==> src/rtl/pll_reconf_seq_pkg.sv <==
// Shared types and default parameters for the PLL reconfiguration sequencer.
package pll_reconf_seq_pkg;

    typedef enum logic [2:0] {
        StIdle,
        StLoad,
        StUpdate,
        StWaitDone,
        StPreset,
        StWaitLock
    } state_t;

    localparam int unsigned DefScanLen = 144;
    localparam int unsigned DefIw      = 8;
    localparam int unsigned DefToCyc   = 20000;
    localparam int unsigned DefRstCyc  = 16;

    // Counter width wide enough to hold the larger of the two cycle limits.
    function automatic int unsigned cnt_width(input int unsigned a, input int unsigned b);
        return $clog2(((a > b) ? a : b) + 1);
    endfunction

endpackage

==> src/rtl/pll_reconf_seq_scan_shift.sv <==
// Scan-chain shifter: walks ROM bits 0..SCAN_LEN-1 and drives the PLL scan port at CLK/2.
module pll_reconf_seq_scan_shift
    import pll_reconf_seq_pkg::*;
#(
    parameter int unsigned SCAN_LEN = DefScanLen,
    parameter int unsigned IW       = DefIw
) (
    input  logic            CLK,
    input  logic            RSTX,
    input  logic            start,
    input  logic [7:0]      start_addr,
    output logic [8+IW-1:0] rom_addr,
    input  logic            rom_data,
    output logic            scanclk,
    output logic            scanclkena,
    output logic            scandata,
    output logic            done
);

    localparam logic [IW-1:0] LastIdx = IW'(SCAN_LEN - 1);

    logic          active_q;
    logic          phase_h_q;  // next edge is the SCANCLK rising phase
    logic          last_q;     // final bit has been clocked into the PLL
    logic [IW-1:0] idx_q;

    // Two-phase shift engine; the ROM address runs one bit ahead of SCANDATA.
    always_ff @(posedge CLK) begin
        if (!RSTX) begin
            active_q   <= 1'b0;
            phase_h_q  <= 1'b0;
            last_q     <= 1'b0;
            idx_q      <= '0;
            rom_addr   <= '0;
            scanclk    <= 1'b0;
            scanclkena <= 1'b0;
            scandata   <= 1'b0;
        end else if (start) begin
            active_q   <= 1'b1;
            phase_h_q  <= 1'b0;
            last_q     <= 1'b0;
            idx_q      <= '0;
            rom_addr   <= {start_addr, {IW{1'b0}}};
            scanclk    <= 1'b0;
            scanclkena <= 1'b1;
        end else if (active_q) begin
            if (phase_h_q) begin
                scanclk   <= 1'b1;
                phase_h_q <= 1'b0;
                if (idx_q == LastIdx) begin
                    last_q <= 1'b1;
                end else begin
                    idx_q <= idx_q + 1'b1;
                end
            end else if (last_q) begin
                scanclk    <= 1'b0;
                scanclkena <= 1'b0;
                active_q   <= 1'b0;
            end else begin
                scandata           <= rom_data;
                scanclk            <= 1'b0;
                phase_h_q          <= 1'b1;
                rom_addr[IW-1:0]   <= (idx_q == LastIdx) ? idx_q : idx_q + 1'b1;
            end
        end
    end

    // High during the cycle before the closing low phase, so the FSM can pulse update on it.
    assign done = active_q & ~phase_h_q & last_q;

endmodule

==> src/rtl/pll_reconf_seq.sv <==
// PLL reconfiguration sequencer: load scan image, update, reset PLL, wait for lock.
module pll_reconf_seq
    import pll_reconf_seq_pkg::*;
#(
    parameter int unsigned SCAN_LEN = DefScanLen,
    parameter int unsigned IW       = DefIw,
    parameter int unsigned TO_CYC   = DefToCyc,
    parameter int unsigned RST_CYC  = DefRstCyc
) (
    input  logic            CLK,
    input  logic            RSTX,
    input  logic            PLL_CHG,
    input  logic [7:0]      PLL_ADDR,
    output logic [8+IW-1:0] ROM_ADDR,
    input  logic            ROM_DATA,
    output logic            SCANCLK,
    output logic            SCANCLKENA,
    output logic            SCANDATA,
    output logic            CONFIGUPDATE,
    input  logic            SCANDONE,
    input  logic            LOCKED,
    output logic            PLL_ARESET,
    output logic            BUSY,
    output logic            ERR
);

    localparam int unsigned CW = cnt_width(TO_CYC, RST_CYC);

    state_t       state_q;
    logic [CW-1:0] cnt_q;
    logic         pend_q;
    logic [7:0]   pend_addr_q;
    logic         start;
    logic [7:0]   start_addr;
    logic         scan_done;
    logic         to_hit;

    // A queued request always wins over a fresh strobe when leaving IDLE.
    always_comb begin
        start      = (state_q == StIdle) && (pend_q || PLL_CHG);
        start_addr = pend_q ? pend_addr_q : PLL_ADDR;
        to_hit     = (cnt_q == CW'(TO_CYC - 1));
    end

    // Sequencer FSM with shared wait counter, pending-request capture and status outputs.
    always_ff @(posedge CLK) begin
        if (!RSTX) begin
            state_q      <= StIdle;
            cnt_q        <= '0;
            pend_q       <= 1'b0;
            pend_addr_q  <= '0;
            CONFIGUPDATE <= 1'b0;
            PLL_ARESET   <= 1'b0;
            BUSY         <= 1'b0;
            ERR          <= 1'b0;
        end else begin
            if (state_q != StIdle) begin
                if (PLL_CHG) begin
                    pend_q      <= 1'b1;
                    pend_addr_q <= PLL_ADDR;
                end
            end else if (pend_q) begin
                // Pending request is consumed now; a coincident strobe queues behind it.
                pend_q <= PLL_CHG;
                if (PLL_CHG) begin
                    pend_addr_q <= PLL_ADDR;
                end
            end

            unique case (state_q)
                StIdle: begin
                    if (start) begin
                        state_q <= StLoad;
                        BUSY    <= 1'b1;
                        ERR     <= 1'b0;
                    end
                end
                StLoad: begin
                    if (scan_done) begin
                        state_q      <= StUpdate;
                        CONFIGUPDATE <= 1'b1;
                    end
                end
                StUpdate: begin
                    CONFIGUPDATE <= 1'b0;
                    state_q      <= StWaitDone;
                    cnt_q        <= '0;
                end
                StWaitDone: begin
                    if (SCANDONE) begin
                        state_q    <= StPreset;
                        PLL_ARESET <= 1'b1;
                        cnt_q      <= '0;
                    end else if (to_hit) begin
                        state_q <= StIdle;
                        ERR     <= 1'b1;
                        BUSY    <= 1'b0;
                        cnt_q   <= '0;
                    end else begin
                        cnt_q <= cnt_q + 1'b1;
                    end
                end
                StPreset: begin
                    if (cnt_q == CW'(RST_CYC - 1)) begin
                        state_q    <= StWaitLock;
                        PLL_ARESET <= 1'b0;
                        cnt_q      <= '0;
                    end else begin
                        cnt_q <= cnt_q + 1'b1;
                    end
                end
                StWaitLock: begin
                    if (LOCKED) begin
                        state_q <= StIdle;
                        BUSY    <= 1'b0;
                        cnt_q   <= '0;
                    end else if (to_hit) begin
                        state_q <= StIdle;
                        ERR     <= 1'b1;
                        BUSY    <= 1'b0;
                        cnt_q   <= '0;
                    end else begin
                        cnt_q <= cnt_q + 1'b1;
                    end
                end
                default: begin
                    state_q <= StIdle;
                    BUSY    <= 1'b0;
                end
            endcase
        end
    end

    pll_reconf_seq_scan_shift #(
        .SCAN_LEN (SCAN_LEN),
        .IW       (IW)
    ) u_scan_shift (
        .CLK        (CLK),
        .RSTX       (RSTX),
        .start      (start),
        .start_addr (start_addr),
        .rom_addr   (ROM_ADDR),
        .rom_data   (ROM_DATA),
        .scanclk    (SCANCLK),
        .scanclkena (SCANCLKENA),
        .scandata   (SCANDATA),
        .done       (scan_done)
    );

endmodule

==> config.mk <==
export PLATFORM = sky130hd
export DESIGN_NAME = pll_reconf_seq
export DESIGN_NICKNAME = d
export VERILOG_FILES = /design/src/rtl/pll_reconf_seq_pkg.sv /design/src/rtl/pll_reconf_seq_scan_shift.sv /design/src/rtl/pll_reconf_seq.sv
export SDC_FILE = /design/constraint.sdc
export NUM_CORES = 1
export LEC_CHECK = 0
export CAP_MARGIN = 20
export CORE_UTILIZATION = 48
export DETAILED_ROUTE_END_ITERATION = 7
export HOLD_SLACK_MARGIN = 0.03
export MAX_ROUTING_LAYER = met4
export PLACE_DENSITY = 0.75
export RECOVER_POWER = 25
export SYNTH_ARGS = -nofsm -noshare
export SYNTH_HDL_FRONTEND = slang
export SYNTH_HIERARCHICAL = 1
export SYNTH_SLANG_ARGS = --single-unit
==> constraint.sdc <==
create_clock -name CLK -period 2.9 [get_ports CLK]
set_input_delay 0.29 -clock CLK [delete_from_list [all_inputs] [get_ports CLK]]
set_output_delay 0.29 -clock CLK [all_outputs]
set_load 0.03 [all_outputs]
==> results of run 1 <==
report_power, final:
part	total (mW)	switching [mW]	internal, mW	leakage, nW
combinational	0.699	0.392	0.308	0.740
sequential	1.03	0.0991	0.931	0.496
clock	0.841	0.355	0.486	0.102
worst reg2reg max path, delay by kind of cell, from the launching register on:
| kind | cells | cell delay, ps |
|---|---|---|
| flip-flops | 1 | 350 |
| AO/OA/AOI/OAI | 1 | 250 |
| AND/OR/NAND/NOR | 4 | 1720 |
sequential cells by signal, indices dropped and copies added, names as in the netlist, 3 cells and up:
name and flops:
u_scan_shift/rom_addr 16, cnt_q 15, pend_addr_q 8, u_scan_shift/idx_q 8
state_q 3
final cells by class:
class                   count  area, sq um  area share [%]
repair buffers             44          417            11.4
flip-flops and latches     61         1220            33.4
clock buffers               9          124            3.38
well taps                  75         93.8            2.56
inverters                   8         30.0           0.821
clock inverters             7          100            2.74
multi-input cells         243         1670            45.7
per-layer routing:
metal / global-route usage (%) / up-vias / wire, um
met2: 33.5 / 61 / 2920
met3: 3.82 / 12 / 237
met1: 27.3 / 1125 / 2910
met4: 10.7 / 0 / 117
li1: - / 1246 / -
met5: - / - / 0
synth_stat cells, drive strengths merged (12+ instances only):
master / number
dfxtp: 61
nor2: 29
nor2b: 22
a21oi: 21
o21ai: 18
mux2i: 17
nand2: 15
xnor2: 14
clkbuf: 12
cell families (layout without fill, tap and decap cells):
kind of cell,Yosys count,after routing,synth area share [%]
multiplexers,25,25,8.63
flip-flops,61,61,40.5
AND/OR/NAND/NOR,130,130,25.9
XOR/XNOR,19,19,5.52
buffers and inverters,25,68,3.69
AO/OA/AOI/OAI,64,64,13.7
adder cells (fa/ha/maj),5,5,1.99
how the worst max path moves through the flow:
stage / end / slack (ps) / cells after the start
after floorplan: cnt_q[1] / 570 / 6
after global placement: cnt_q[2] / 520 / 6
after global routing: cnt_q[2] / 410 / 6
after detailed placement: cnt_q[1] / 480 / 5
final: cnt_q[1] / 460 / 5
after CTS: cnt_q[1] / 470 / 5
==> results.yml, run 1 <==
timing:
  rsz0062_at_grt: "no"
  slew_headroom_pct: 49.3
  setup_viol: 0
  fmax_mhz: 410
  final_hold_viol_count: 0
  fin_crit_ps: 2440
  worstMarginPinSlew_ps: 758
  holdWs_ps: 451
  setup_tns_ps: 0
  finalCritPeriodShare_pct: 84.2
  setup_ws_ps: 459
  maxSlewViolCount: 0
  skew_ps: 6.93
place:
  placed_cells: 431
  dp_slack_ps: 480
  dp_hpwl_um: 4170
  placedInstanceArea_sq_um: 3450
  place_congestion: 0.861
  io_buffers: 36
synthesis:
  ys.flop_type: "dfxtp_1"
  async_flop_share_pct: 0
  yosys.area.top_type: "dfxtp_1"
  ys_seq_elements: 61
  synthCells: 329
  synth.top_cells.by_area: "dfxtp_1 (41%), mux2i_1 (5.6%), nor2b_1 (4.6%), xnor2_1 (4.1%), a21oi_1 (3.5%)"
  yosysSeqAreaShare_pct: 40.5
  syn_avg_cell_area_sq_um: 9.16
  syn_nets: 347
  syn-cell-area_sq_um: 3010
  synth_edf_count: 0
  yosysUniqueCellTypes: 61
  netlist.area_leader.share_pct: 40.5
  ys_warn_count: 6
cells_and_area:
  area_delta_synth_final_pct: 21.4
  final_cell_mix: "dfxtp_1 (61), clkdlybuf4s50_1 (24), nor2b_1 (22), a21oi_1 (21), nor2_1 (19)"
  final_cells: 447
  final_layout_size_suffix_gt1_share_pct: 14.2
  nFillCells: 515
  fin_area_sq_um: 3660
  antenna_cells: 0
  layout_commonest_cell: "dfxtp_1"
  fin_nets: 385
  final_util_pct: 61.1
clocking:
  cts.sinks: 61
  cts_tree: "yes"
  cts_buffers: 9
  clk_latency_ps: 340
  cts_setup_buffers: 0
  clkTransAtPathRegs_ps: 70
  post_cts_resized: 0
  cts_max_level: 3
  clk_path_buf_depth: 2
  root_buffer: "clkbuf_8"
  hold_buffers: 0
worst_hold_path:
  hold_end: "u_scan_shift/rom_addr[3]"
  hp-start: "u_scan_shift/rom_addr[3]"
  hold_depth: 2
  min_path_type: "register to register"
floorplanning:
  row_count: 28
  io_pins: 37
  initial_core_util_pct: 50.3
  die_area_sq_um: 6600
  core_area_sq_um: 5990
  dieWidth_um: 81.2
  die_h_um: 81.2
critical_path:
  crit_top_cell: "or4_4"
  critPathRequiredTime_ps: 3130
  worstSetupStartpoint: "cnt_q[5]"
  max_stage_delay_ps: 570
  r2r-end: "cnt_q[1]"
  rr_startpoint: "cnt_q[5]"
  rrSetupSlack_ps: 460
  crit_fanout: 5
  worstRegToRegCells: 5
  cp_num_buf_inv: 0
  path_cells: "or4_4 > or4_4 > and3_4 > or3_4 > a32o_1"
  worst_ep_arrival_time_ps: 2670
  crit_slowest_cell: "or4_4"
  worstSetupPathType: "register to register"
  start_kind: "register"
  endpoint_kind: "register"
  crit_family: "simple AND/OR/NAND/NOR gates"
outcome:
  outcome: "complete, no violations"
route:
  drc: 0
  drt-pass1-iter-count: 7
  vias_per_cell: 5.47
  drt-initial-drc-count: 130
  vias: 2444
  drtAntennaViolNets: 0
  post_drt_wl_per_cell_um: 13.8
  wirelength_um: 6180
pwr:
  ir_drop_v: 0.000460
  leakage_nw: 1.34
  power_mw: 2.57
  p_per_area_nw_per_um2: 702
global_route:
  grt_pass1_vias: 2290
  grtUsageTotal_pct: 21.8
  antenna_found_initial: 0
  overflow: 0
  grt_first_pass_wirelength_um: 10600
  grt_max_degree: 19
flow_run:
  drv_cap: 0
Power figures use the tool's default switching activity.
==> run 2: changes to the inputs <==
Settings changed: PLACE_DENSITY 0.75 to 0.78.
Clock period 2.9 ns to 2.2 ns, I/O delays scaled along.
==> run 2 against run 1 <==
The run now ends with setup timing left. Combinational power grew 47%. Flip-flop and latch count unchanged. Sequential share of layout area shrank 1.3 points. Cell count up 5.4%. Routed wire length is 6.3% higher. Clock skew is 3.8 ps higher. Critical path depth stayed put. Critical endpoint unchanged.
==> results.yml, run 2 (synthesis results as in run 1) <==
timing:
  finalCritPeriodShare_pct: 102
  slew_headroom_pct: 60.0
  setup_viol: 3
  skew_ps: 10.8
  fmax_mhz: 444
  worstMarginPinSlew_ps: 599
  maxSlewViolCount: 0
  final_hold_viol_count: 0
  rsz0062_at_grt: "yes"
  fin_crit_ps: 2250
  setup_ws_ps: -53.0
  holdWs_ps: 449
  setup_tns_ps: -132
global_route:
  grt_first_pass_wirelength_um: 11000
  grt_pass1_vias: 2405
  antenna_found_initial: 0
  overflow: 0
  grt_max_degree: 17
  grtUsageTotal_pct: 22.5
route:
  post_drt_wl_per_cell_um: 14.0
  drt-pass1-iter-count: 4
  vias: 2576
  drtAntennaViolNets: 0
  wirelength_um: 6570
  drc: 0
  vias_per_cell: 5.47
  drt-initial-drc-count: 115
floorplanning:
  die_h_um: 81.2
  io_pins: 37
  core_area_sq_um: 5990
  row_count: 28
  initial_core_util_pct: 50.3
  die_area_sq_um: 6600
  dieWidth_um: 81.2
critical_path:
  crit_fanout: 3
  critPathRequiredTime_ps: 2440
  start_kind: "register"
  worstSetupPathType: "register to register"
  endpoint_kind: "register"
  worst_ep_arrival_time_ps: 2490
clocking:
  cts_buffers: 9
  clk_latency_ps: 350
  clk_path_buf_depth: 2
  cts.sinks: 61
  root_buffer: "clkbuf_8"
  cts_tree: "yes"
  clkTransAtPathRegs_ps: 80
  hold_buffers: 0
  cts_max_level: 3
cells_and_area:
  area_delta_synth_final_pct: 27.3
  final_util_pct: 64.0
  layout_commonest_cell: "dfxtp_1"
  fin_area_sq_um: 3840
  largest_registers: "u_scan_shift/rom_addr: 16 flops, cnt_q: 15 flops"
  largest_reg_flops: 16
  top_register: "u_scan_shift/rom_addr"
  antenna_cells: 0
  final_cell_mix: "dfxtp_1 (56), clkdlybuf4s50_1 (31), buf_4 (27), nor2b_1 (22), a21oi_1 (21)"
  fin_nets: 409
  final_layout_size_suffix_gt1_share_pct: 20.5
flow_run:
  drv_cap: 0
outcome:
  violations: "setup timing"
  outcome: "finished with violations"
pwr:
  ir_drop_v: 0.000692
  p_per_area_nw_per_um2: 852
  leakage_nw: 1.42
place:
  place_congestion: 0.902
  io_buffers: 36
  placedInstanceArea_sq_um: 3630
  dp_hpwl_um: 4730
worst_hold_path:
  min_path_type: "input pin to register"
run 2: power by group:
group	internal (mW)	total (mW)	switching [mW]
Clock	0.419	0.915	0.496
Sequential	1.23	1.32	0.0955
Combinational	0.464	1.03	0.570
run 2: per-stage QoR:
stage          setup WS (ps)  power (mW)  cells
4_1_cts                -60.3        3.32    467
3_5_place_dp           -56.6        2.40    451
2_1_floorplan          -39.3        2.03    329
3_3_place_gp           -28.1        2.37    451
6_report               -53.0        3.27    471
5_1_grt                -67.2        3.44    471
run 2: area by class of cell:
| type | count | area [sq um] |
|---|---|---|
| clock buffer | 9 | 124 |
| clock inverter | 7 | 57.6 |
| fill | 515 | 2150 |
| inverter | 8 | 30.0 |
| multi-input combinational | 243 | 1700 |
| sequential | 61 | 1230 |
| tap | 75 | 93.8 |
| timing repair buffer | 68 | 598 |
run 2: worst max-delay path, stage by stage, from the launching register on:
cell and delay [ps]:
dfxtp_2 320, or4_4 530, or4_4 540, and3_4 180
or3_4 340, a32o_1 230
run 2: path summary, 6_finish.rpt:
check / start / to / slack (ps) / depth (start not counted)
worst min register to register: u_scan_shift/rom_addr[3] / u_scan_shift/rom_addr[3] / 450 / 2
worst max register to register: cnt_q[8] / cnt_q[1] / -50 / 5
worst min-delay path: ROM_DATA / u_scan_shift/scandata / 450 / 3
worst max-delay path: cnt_q[8] / cnt_q[1] / -50 / 5
run 2: repair_timing:
item,in CTS,in global routing
pin swaps,1,6
setup buffers,0,4
gates resized for setup,0,6
endpoints found under the setup margin,3,14
run 2: routing by layer:
metal / part of all wire (%) / vias to the layer above / global-route usage [%]
met5: 0 / - / -
met4: 2.7 / 0 / 12.0
met3: 3.7 / 15 / 3.82
met2: 46 / 58 / 34.8
met1: 47 / 1197 / 27.8
li1: - / 1306 / -
